`config.mk`:
```
export PLATFORM = sky130hd
export DESIGN_NAME = ex_stall_ctrl_flat
export DESIGN_NICKNAME = d
export VERILOG_FILES = /design/src/rtl/pipe_ctrl_pkg.sv /design/src/rtl/ex_stall_ctrl_if.sv /design/src/rtl/ex_watchdog.sv /design/src/rtl/ex_stall_ctrl.sv /design/src/flat_wrapper.sv
export SDC_FILE = /design/constraint.sdc
export NUM_CORES = 1
export LEC_CHECK = 0
export BUFFER_PORTS_ARGS = -buffer_cell sky130_fd_sc_hd__buf_2
export CAP_MARGIN = 0
export CORE_MARGIN = 8
export CORE_UTILIZATION = 47
export CTS_CLUSTER_SIZE = 40
export DETAILED_ROUTE_END_ITERATION = 8
export PLACE_DENSITY = 0.78
export SLEW_MARGIN = 5
export SYNTH_ARGS = -nofsm -noshare
export SYNTH_HDL_FRONTEND = slang
export SYNTH_HIERARCHICAL = 1
export SYNTH_SLANG_ARGS = --single-unit
```
`constraint.sdc`:
```
create_clock -name clk -period 2.2 [get_ports clk]
set_input_delay 0.44 -clock clk [delete_from_list [all_inputs] [get_ports clk]]
set_output_delay 0.44 -clock clk [all_outputs]
set_load 0.05 [all_outputs]
```
`src/rtl/pipe_ctrl_pkg.sv`:
```
// Shared types for the EX-stage multi-cycle unit sequencer.
package pipe_ctrl_pkg;

   typedef enum logic [1:0] {
      StIdle,
      StMulWait,
      StDivWait,
      StRelease
   } ex_state_t;

   typedef enum logic {
      UNIT_MUL,
      UNIT_DIV
   } unit_t;

   localparam logic [4:0] REG_ZERO = 5'd0;

endpackage

```
`src/rtl/ex_stall_ctrl_if.sv`:
```
// Pipeline-side signal bundle for the EX stall controller.
interface ex_stall_ctrl_if;

   logic       ID_EX_valid;
   logic       ID_EX_is_mul;
   logic       ID_EX_is_div;
   logic       ID_EX_memread;
   logic [4:0] ID_EX_rd;
   logic [4:0] IF_ID_rs1;
   logic [4:0] IF_ID_rs2;
   logic       IF_ID_uses_rs2;
   logic       flush;
   logic       mul_done;
   logic       div_done;

   logic       mul_start;
   logic       div_start;
   logic       unit_abort;
   logic       stall_pc;
   logic       hold_id_ex;
   logic       bubble_id_ex;
   logic       bubble_ex_mem;
   logic       mul_ready;
   logic       div_ready;
   logic       busy;
   logic       hang_err;

   modport master (
      output ID_EX_valid, ID_EX_is_mul, ID_EX_is_div, ID_EX_memread, ID_EX_rd,
             IF_ID_rs1, IF_ID_rs2, IF_ID_uses_rs2, flush, mul_done, div_done,
      input  mul_start, div_start, unit_abort, stall_pc, hold_id_ex, bubble_id_ex,
             bubble_ex_mem, mul_ready, div_ready, busy, hang_err
   );

   modport slave (
      input  ID_EX_valid, ID_EX_is_mul, ID_EX_is_div, ID_EX_memread, ID_EX_rd,
             IF_ID_rs1, IF_ID_rs2, IF_ID_uses_rs2, flush, mul_done, div_done,
      output mul_start, div_start, unit_abort, stall_pc, hold_id_ex, bubble_id_ex,
             bubble_ex_mem, mul_ready, div_ready, busy, hang_err
   );

endinterface

```
`src/rtl/ex_watchdog.sv`:
```
// Wait-cycle counter; expire flags the last permitted wait cycle.
module ex_watchdog #(
   parameter int unsigned TIMEOUT = 64,
   parameter int unsigned CNT_W   = 7
) (
   input  logic clk,
   input  logic rst_n,
   input  logic clr,
   input  logic en,
   output logic expire
);

   localparam logic [CNT_W-1:0] LastCnt = CNT_W'(TIMEOUT - 1);

   logic [CNT_W-1:0] cnt_q, cnt_d;

   always_comb begin
      cnt_d = cnt_q;
      if (clr) begin
         cnt_d = '0;
      end else if (en) begin
         cnt_d = cnt_q + CNT_W'(1);
      end
   end

   always_ff @(posedge clk or negedge rst_n) begin
      if (!rst_n) begin
         cnt_q <= '0;
      end else begin
         cnt_q <= cnt_d;
      end
   end

   assign expire = en & (cnt_q == LastCnt);

endmodule

```
`src/rtl/ex_stall_ctrl.sv`:
```
// Sequences the EX-stage multiplier/divider and drives stall, hold and bubble controls,
// plus load-use hazard detection between ID/EX and IF/ID.
module ex_stall_ctrl
   import pipe_ctrl_pkg::*;
#(
   parameter int unsigned TIMEOUT = 64,
   parameter int unsigned CNT_W   = 7
) (
   input logic           clk,
   input logic           rst_n,
   ex_stall_ctrl_if.slave bus
);

   ex_state_t state_q, state_d;
   unit_t     unit_q, unit_d;
   logic      mul_ready_q, mul_ready_d;
   logic      div_ready_q, div_ready_d;
   logic      hang_err_q, hang_err_d;

   logic issue, in_wait, own_done, expire;
   logic mul_start, div_start, unit_abort, stall_wait;
   logic rd_match, load_use;

   assign issue   = (state_q == StIdle) & bus.ID_EX_valid
                    & (bus.ID_EX_is_mul | bus.ID_EX_is_div) & ~bus.flush;
   assign in_wait = (state_q == StMulWait) | (state_q == StDivWait);
   // Only the active unit's done counts; the other one is ignored.
   assign own_done = (state_q == StMulWait) ? bus.mul_done : bus.div_done;

   ex_watchdog #(
      .TIMEOUT(TIMEOUT),
      .CNT_W  (CNT_W)
   ) u_watchdog (
      .clk   (clk),
      .rst_n (rst_n),
      .clr   (issue),
      .en    (in_wait),
      .expire(expire)
   );

   always_comb begin
      state_d     = state_q;
      unit_d      = unit_q;
      mul_ready_d = 1'b0;
      div_ready_d = 1'b0;
      hang_err_d  = hang_err_q;
      mul_start   = 1'b0;
      div_start   = 1'b0;
      unit_abort  = 1'b0;
      stall_wait  = 1'b0;
      unique case (state_q)
         StIdle: begin
            if (issue) begin
               stall_wait = 1'b1;
               if (bus.ID_EX_is_div) begin
                  div_start = 1'b1;
                  unit_d    = UNIT_DIV;
                  state_d   = StDivWait;
               end else begin
                  mul_start = 1'b1;
                  unit_d    = UNIT_MUL;
                  state_d   = StMulWait;
               end
            end
         end
         StMulWait, StDivWait: begin
            stall_wait = 1'b1;
            if (bus.flush) begin
               unit_abort = 1'b1;
               state_d    = StIdle;
            end else if (own_done) begin
               state_d = StRelease;
            end else if (expire) begin
               unit_abort = 1'b1;
               hang_err_d = 1'b1;
               state_d    = StIdle;
            end
         end
         StRelease: begin
            state_d = StIdle;
            if (!bus.flush) begin
               mul_ready_d = (unit_q == UNIT_MUL);
               div_ready_d = (unit_q == UNIT_DIV);
            end
         end
         default: state_d = StIdle;
      endcase
   end

   always_ff @(posedge clk or negedge rst_n) begin
      if (!rst_n) begin
         state_q     <= StIdle;
         unit_q      <= UNIT_MUL;
         mul_ready_q <= 1'b0;
         div_ready_q <= 1'b0;
         hang_err_q  <= 1'b0;
      end else begin
         state_q     <= state_d;
         unit_q      <= unit_d;
         mul_ready_q <= mul_ready_d;
         div_ready_q <= div_ready_d;
         hang_err_q  <= hang_err_d;
      end
   end

   assign rd_match = (bus.ID_EX_rd == bus.IF_ID_rs1)
                     | (bus.IF_ID_uses_rs2 & (bus.ID_EX_rd == bus.IF_ID_rs2));
   // Gating with ~issue keeps hold_id_ex and bubble_id_ex mutually exclusive.
   assign load_use = ((state_q == StIdle) | (state_q == StRelease)) & ~bus.flush & ~issue
                     & bus.ID_EX_valid & bus.ID_EX_memread & (bus.ID_EX_rd != REG_ZERO)
                     & rd_match;

   assign bus.mul_start     = mul_start;
   assign bus.div_start     = div_start;
   assign bus.unit_abort    = unit_abort;
   assign bus.stall_pc      = stall_wait | load_use;
   assign bus.hold_id_ex    = stall_wait;
   assign bus.bubble_id_ex  = load_use;
   assign bus.bubble_ex_mem = stall_wait;
   assign bus.mul_ready     = mul_ready_q;
   assign bus.div_ready     = div_ready_q;
   assign bus.busy          = (state_q != StIdle);
   assign bus.hang_err      = hang_err_q;

endmodule

```
`src/flat_wrapper.sv`:
```
// flat-port wrapper written by rule: the top's interface ports become plain ports
module ex_stall_ctrl_flat import pipe_ctrl_pkg::*;
#(
   parameter int unsigned TIMEOUT = 64,
   parameter int unsigned CNT_W   = 7
)
  (clk, rst_n, bus_ID_EX_valid, bus_ID_EX_is_mul, bus_ID_EX_is_div, bus_ID_EX_memread, bus_ID_EX_rd, bus_IF_ID_rs1, bus_IF_ID_rs2, bus_IF_ID_uses_rs2, bus_flush, bus_mul_done, bus_div_done, bus_mul_start, bus_div_start, bus_unit_abort, bus_stall_pc, bus_hold_id_ex, bus_bubble_id_ex, bus_bubble_ex_mem, bus_mul_ready, bus_div_ready, bus_busy, bus_hang_err);
  ex_stall_ctrl_if bus_i ();
  input logic clk;
  input logic rst_n;
  input wire logic [$bits(bus_i.ID_EX_valid)-1:0] bus_ID_EX_valid;
  input wire logic [$bits(bus_i.ID_EX_is_mul)-1:0] bus_ID_EX_is_mul;
  input wire logic [$bits(bus_i.ID_EX_is_div)-1:0] bus_ID_EX_is_div;
  input wire logic [$bits(bus_i.ID_EX_memread)-1:0] bus_ID_EX_memread;
  input wire logic [$bits(bus_i.ID_EX_rd)-1:0] bus_ID_EX_rd;
  input wire logic [$bits(bus_i.IF_ID_rs1)-1:0] bus_IF_ID_rs1;
  input wire logic [$bits(bus_i.IF_ID_rs2)-1:0] bus_IF_ID_rs2;
  input wire logic [$bits(bus_i.IF_ID_uses_rs2)-1:0] bus_IF_ID_uses_rs2;
  input wire logic [$bits(bus_i.flush)-1:0] bus_flush;
  input wire logic [$bits(bus_i.mul_done)-1:0] bus_mul_done;
  input wire logic [$bits(bus_i.div_done)-1:0] bus_div_done;
  output wire logic [$bits(bus_i.mul_start)-1:0] bus_mul_start;
  output wire logic [$bits(bus_i.div_start)-1:0] bus_div_start;
  output wire logic [$bits(bus_i.unit_abort)-1:0] bus_unit_abort;
  output wire logic [$bits(bus_i.stall_pc)-1:0] bus_stall_pc;
  output wire logic [$bits(bus_i.hold_id_ex)-1:0] bus_hold_id_ex;
  output wire logic [$bits(bus_i.bubble_id_ex)-1:0] bus_bubble_id_ex;
  output wire logic [$bits(bus_i.bubble_ex_mem)-1:0] bus_bubble_ex_mem;
  output wire logic [$bits(bus_i.mul_ready)-1:0] bus_mul_ready;
  output wire logic [$bits(bus_i.div_ready)-1:0] bus_div_ready;
  output wire logic [$bits(bus_i.busy)-1:0] bus_busy;
  output wire logic [$bits(bus_i.hang_err)-1:0] bus_hang_err;
  assign bus_i.ID_EX_valid = bus_ID_EX_valid;
  assign bus_i.ID_EX_is_mul = bus_ID_EX_is_mul;
  assign bus_i.ID_EX_is_div = bus_ID_EX_is_div;
  assign bus_i.ID_EX_memread = bus_ID_EX_memread;
  assign bus_i.ID_EX_rd = bus_ID_EX_rd;
  assign bus_i.IF_ID_rs1 = bus_IF_ID_rs1;
  assign bus_i.IF_ID_rs2 = bus_IF_ID_rs2;
  assign bus_i.IF_ID_uses_rs2 = bus_IF_ID_uses_rs2;
  assign bus_i.flush = bus_flush;
  assign bus_i.mul_done = bus_mul_done;
  assign bus_i.div_done = bus_div_done;
  assign bus_mul_start = bus_i.mul_start;
  assign bus_div_start = bus_i.div_start;
  assign bus_unit_abort = bus_i.unit_abort;
  assign bus_stall_pc = bus_i.stall_pc;
  assign bus_hold_id_ex = bus_i.hold_id_ex;
  assign bus_bubble_id_ex = bus_i.bubble_id_ex;
  assign bus_bubble_ex_mem = bus_i.bubble_ex_mem;
  assign bus_mul_ready = bus_i.mul_ready;
  assign bus_div_ready = bus_i.div_ready;
  assign bus_busy = bus_i.busy;
  assign bus_hang_err = bus_i.hang_err;
  ex_stall_ctrl #(.TIMEOUT(TIMEOUT), .CNT_W(CNT_W)) u_core (.clk(clk), .rst_n(rst_n), .bus(bus_i));
endmodule
```
======== Word-level counts from Yosys, hierarchy flattened ========
Cells that the tools add are included.
word-level totals
  input port bits ......................... 25
  word-level logic and storage cells ...... 68
  register bits ........................... 13
operators by class
  multiplexer cells ....................... 25
  reduce and logical (&&, ||, !) cells .... 8
  add/sub/neg operators ................... 1
  eq/ne operators ......................... 8
  bitwise gates (word level) .............. 20
operators with widths
  operator               number
  $mux W1                16
  $mux W7                2
  $and A1 B1 Y1          11
  $eq A5 B5 Y1           2
  $mux W2                5
  $add A7 B1 Y7 const B  1
  $eq A7 B6 Y1 const B   1
  $pmux W2 S3            1
  $or A1 B1 Y1           5
  $reduce_bool A5 Y1     1
  $eq A2 B2 Y1 const B   2
  $ne A4 B2 Y1 const B   1
  $not A1 Y1             4
  $reduce_and A2 Y1      2
  $reduce_and A4 Y1      1
  $reduce_bool A2 Y1     2
  $eq A2 B1 Y1 const B   1
  $logic_not A2 Y1       1
  $ne A2 B1 Y1 const B   1
  $pmux W1 S2            1
  $reduce_or A2 Y1       1

======== Logic depth before layout (Yosys ltp) ========
  depth in word-level cells ............... 11
  mapped depth ............................ 9
  mapped depth without buffers ............ 8

======== Cells and area by module ========
The synthesis kept the hierarchy.
modules (own cells, without submodules)
  module         area each (µm²)  instances  cells each
  ex_stall_ctrl  546.8            1          58
  ex_watchdog    335.3            1          32

======== Worst setup path after synthesis ========
No wires, ideal clock.
  kind .................................... register -> output
  from .................................... register u_core.state_q[0]
  to ...................................... output bus_unit_abort
  path buffers ............................ 1
  path slack .............................. -0.418 ns
  arrival time ............................ 2.178 ns
  stages on the path, launching flop included .. 9
  cells stage by stage .................... dfrtp_1 inv_1 ha_1 buf_6 nand3_1 or3_1 inv_1 a21oi_1 nor2b_1
on the way
  word-level cells in the longest chain between the ends .. 7
  elaborated cells between the ends (all ways) .. 10
  those cells by class .................... eq/ne (2); mux (5); bitwise (2); reduce/logical (1)
RTL lines
  item                                          line                 source
  start: declaration                            ex_stall_ctrl.sv:14  ex_state_t state_q, state_d;
  start signal: assignment                      ex_stall_ctrl.sv:92  state_q <= StIdle;
  start signal: assignment                      ex_stall_ctrl.sv:98  state_q <= state_d;
  $eq A2 B1 Y1 or $eq A2 B2 Y1 (tied branches)  ex_stall_ctrl.sv:26  assign in_wait = (state_q == StMulWait) | (state_q == StDivWait);
  $or A1 B1 Y1 *                                ex_stall_ctrl.sv:26
  named net u_core.in_wait                      ex_stall_ctrl.sv:20  logic issue, in_wait, own_done, expire;
  $and A1 B1 Y1 *                               ex_watchdog.sv:34    assign expire = en & (cnt_q == LastCnt);
  named net u_core.expire                       ex_stall_ctrl.sv:20
  $mux W1 *                                     ex_stall_ctrl.sv:73  end else if (expire) begin
  $mux W1 *                                     ex_stall_ctrl.sv:71  end else if (own_done) begin
  $mux W1 *                                     ex_stall_ctrl.sv:68  if (bus.flush) begin
  $mux W1 *                                     ex_stall_ctrl.sv:51  unique case (state_q)
  end: declaration                              flat_wrapper.sv:24   output wire logic [$bits(bus_i.unit_abort)-1:0] bus_unit_abort;
The timed path passes the listed nets; every way through them passes the cells marked *.

======== Final worst setup path ========
Ends and elaborated chain as after synthesis.

==> results by stage <==
CTS:
- No sink is reached through more buffers than the 2 on the longest clock path.
- The clock sink count is 13.
- The clock tree from TritonCTS is yes.
- The CTS root buffer is clkbuf_4.
- The CTS H-tree depth is 1.
- At the later pin of the worst-skew pair, clock insertion delay measures 0.27 ns.
- Buffers inserted to repair hold after CTS numbered 0.
- Counting the buffers created by CTS gives 3.
- The clock transition at the register clock pins on the worst setup and hold paths after CTS is around 0.080 ns.

Pwr:
- Across the VDD grid, the largest voltage drop is between 0.0008 and 0.0009 V.
- In this run, the combinational gates consume around two thirds of the power.
- The areal power density over the cells is 1290 nW/um^2.
- The static leakage power is ~0.63 nW.
- The share of power burned in registers is a little under a quarter.
- The switching power is slightly below 0.8 mW.
- The total internal power is approximately 0.85 mW.
- The switching share of power is 48.0%.
- The clock network power share is about 8.9%.

Detailed routing:
- In this run, the number of DRC markers left after iteration 0 of detailed routing was 25.
- Once detail routing completed, the nets flagged for antenna violations numbered 0.
- The number of vias after detailed routing is a little over 800.
- The top layer reached by signal wires is met4.
- For this run, design rule violations remaining after detail routing come to 0.
- The detailed router put a total of ~1000 um of wire on met1.
- The routed design has approximately 2400 um of wire.
- After detailed routing, the average wire length per cell comes to roughly 15 um.
- For this run, the detailed router's first-pass iteration total came to 4.
- The average via count per standard cell is between 5 and 6.
- Summed over all nets, wire length on met3 after detailed routing comes to between 100 and 150 um.
- The length of routed met2 wiring is between 1000 and 1500 um.

Timing:
- The portion of the clock cycle consumed by the worst path in the final layout is 106%.
- Setup violations remaining at the end of the flow were counted as 1.
- Setup repair after global routing could not meet its margin everywhere.
- The timing-limited maximum frequency is between 0.4 and 0.5 GHz.
- The total count of hold-check failures in the final report is 0.
- The final setup skew is between 0.007 and 0.008 ns.
- The worst pin sits at a relative slew slack of between 70% and 80%.
- The post-layout worst setup margin is -0.127 ns.
- The final max-slew violation count was 0.
- At the pin with the least slew margin, the transition time is 0.308 ns.
- The time the final worst path needs with I/O delays and setup is about 2.3 ns.

Placement:
- The post-detailed-placement half-perimeter wirelength is 1870 um.
- Prior to clock tree synthesis, the placed netlist has a worst setup slack of approximately 0.040 ns.
- The final weighted congestion in routability-driven placement is about 0.81.
- The number of port buffers is 35.
- In this run, placement finished with an instance count of 154.

Critical path:
- Along the worst path, the maximum fanout reaches 2.
- The depth of the critical timing path with buffers and inverters included is 8.
- The length in cells of the worst reg-to-reg path is 9.
- The startpoint identified for the worst register-to-register timing path is u_core/state_q[0]$_DFFE_PN0P_.
- In this design, the stage delay of the slowest critical-path cell is roughly 0.39 ns.
- The count of buffer and inverter cells on the critical path is 3.
- Traced cell by cell, the critical path runs through inv_2, ha_4, nand3_2, or3_4, inv_2, a21oi_2, nor2b_2, buf_6.
- The kind of cell with the highest combined delay along the critical path is simple AND/OR/NAND/NOR gates.
- The critical path is of the reg2out type.
- The worst register-to-register path ends at u_core/state_q[0]$_DFFE_PN0P_.
- Among the stages of the critical path, the cell type that occurs most often is inv_2.
- The slack of the worst reg-to-reg path is 0.26 ns.
- The worst path required time is around 1.8 ns.
- At the worst endpoint, the arrival time is around 1.9 ns.
- The worst setup path is launched from a flip-flop.
- The endpoint class of the critical path is a primary output.
- The slowest cell on the critical path is or3_4.

Global routing:
- The number of global-route vias before repair came to between 800 and 900.
- The aggregate global-route resource usage is ~15%.
- The first global-routing pass estimated 3990 um of wire.
- Entering global routing, the biggest net connects 14 pins.
- The number of antenna violations at the first check in global routing is 0.
- Global routing finished with a remaining overflow of 0.

Status:
- The flow ran to the end, but the final reports show violations.
- The checks that failed: negative setup slack.

Finish:
- The finished layout holds 162 standard cells, fillers aside.
- 0 antenna diodes ended up in the layout.
- The net count reported at finish is 168.
- The area growth from synthesis to layout is 43.0%.
- The ratio of cells with drive above 1 in the final layout is 48.9%.

Flow run:
- Max-cap violations in this run came to 0.

Logic synthesis:
- The number of nets in the synthesized netlist is between 100 and 150.
- The share of synthesized flip-flops with an asynchronous set or reset is between 90% and 100%.
- The Yosys step of the flow raised 6 warnings.
- The count of flip-flops with a built-in enable after synthesis is 0.
- After synthesis, the netlist uses 35 different library cells.
- The main flop type after synthesis is dfrtp_1.
- The proportion of synthesized chip area in sequential cells is 36.9%.
- The synthesized area is just under 900 um^2.
- The cell type contributing the most total cell area after synthesis is dfrtp_1.
- By area the synthesized netlist is led by dfrtp_1 37%, xor2_1 12%, ha_1 7.1%, nor2_1 4.3%, mux2i_1 3.4%.
- Dividing the synthesized area by the synthesized cell count gives 9.80 um^2.
- The synthesized design contains 13 register bits.
- Synthesis produced 90 cells.
- Of the post-synthesis cell area, the dominant cell type holds about 37%.

Die:
- The die is 59.3 um tall.
- During I/O placement, the number of pins put on the boundary was 36.
- Once the floorplan was initialized, standard cells occupied about half of the core.
- The initialized floorplan defines 15 standard-cell rows.
- The die boundary width is approximately 60 um.
- The area of the core is roughly 1700 um^2.
- The area of the die is between 3000 and 4000 um^2.

Min path:
- The tightest min-delay check is of the in2async type.
## area by class of cell
class                   instances  area (um^2)
clock buffers                   4         26.3
fillers                       138          484
inverters                       5         18.8
multi-input cells              70          578
flip-flops and latches         13          325
well taps                      25         31.3
repair buffers                 45          282
## power by group through the flow
stage	Combinational [mW]	Sequential, mW	Clock, mW
final	1.11	0.372	0.146
after global routing	1.19	0.382	0.162
after CTS	1.02	0.370	0.152
after detailed placement	0.913	0.371	0
after global placement	0.896	0.368	0
after floorplan	0.705	0.374	0
## metrics by stage
stage / power (mW) / instance area, um^2 / TNS (ns) / utilization, % / hold WS, ns
detailed placement: 1.28 / 1130 / 0 / 64.5 / 0.348
finish: 1.63 / 1260 / -0.127 / 72.3 / 0.0387
global placement: 1.26 / 1130 / 0 / 64.5 / 0.340
CTS: 1.54 / 1230 / -0.0983 / 70.3 / 0.0433
floorplan: 1.08 / 893 / -0.356 / - / 0.144
global route: 1.73 / 1260 / -0.294 / 72.3 / 0.0475
## cell usage in the layout (no fill, tap or decap), drive strengths merged, types with 2 or more instances in the layout
cell type	Yosys	routed
a21oi	4	4
and2	2	2
and3b	2	2
buf	2	45
clkbuf	0	4
dfrtp	13	13
ha	5	5
inv	5	5
mux2i	3	3
nand2	4	4
nand3	2	2
nand4	2	2
nor2	10	10
nor2b	2	2
o21ai	3	3
or3	3	3
xnor2	2	2
xor2	12	12
## synth_stat cells, drive strengths merged (2+ instances only)
cell	number
dfrtp	13
xor2	12
nor2	10
ha	5
inv	5
a21oi	4
nand2	4
mux2i	3
o21ai	3
or3	3
and2	2
and3b	2
buf	2
nand3	2
nand4	2
nor2b	2
xnor2	2
## worst register-to-register path, cell delays in order (launching register included)
cell and delay [ns]:
dfrtp_1 0.38, inv_2 0.07, ha_4 0.28, nand3_2 0.08, or3_4 0.39, inv_2 0.08
buf_4 0.10, nor2_1 0.06, o2bb2ai_4 0.13, mux2_2 0.27
## logic make-up after synthesis
group	after synthesis	share of synthesized area, %
buffers and inverters	7	4.26
AOI/OAI and AO/OA	14	12.3
and+or+nand+nor	33	20.9
xor gates and xnor gates	14	13.9
DFF	13	36.9
muxes	4	4.68
adders and majority gates	5	7.09
## registers in the layout, indices dropped and copies added, names as in the netlist
name and count:
u_core/bus.div_ready 1, u_core/bus.hang_err 1, u_core/bus.mul_ready 1, u_core/state_q 2
u_core/u_watchdog/cnt_q 7, u_core/unit_q 1
## per-layer routing
metal	global-route usage (%)	vias up
li1	-	402
met5	0	-
met3	4.34	2
met4	3.75	0
met1	17.0	400
met2	25.1	23
## timing repair
action,in CTS,in global routing
pin swaps,2,1
setup buffers,3,1
endpoints found under the hold margin,0,0
endpoints found under the setup margin,5,5
gates resized for setup,14,10
## worst max-delay path by stage
stage / startpoint / endpoint / slack [ns]
finish: u_core/state_q[0]$_DFFE_PN0P_ / bus_unit_abort / -0.13
global route: u_core/state_q[1]$_DFFE_PN0P_ / bus_unit_abort / -0.21
CTS: u_core/state_q[0]$_DFFE_PN0P_ / bus_unit_abort / -0.1
detailed placement: bus_ID_EX_rd[0] / bus_stall_pc / 0.04
global placement: bus_ID_EX_rd[0] / bus_stall_pc / 0.07
floorplan: u_core/state_q[1]$_DFFE_PN0P_ / bus_hold_id_ex / -0.18
No activity file was read; power rests on OpenSTA's default activity.
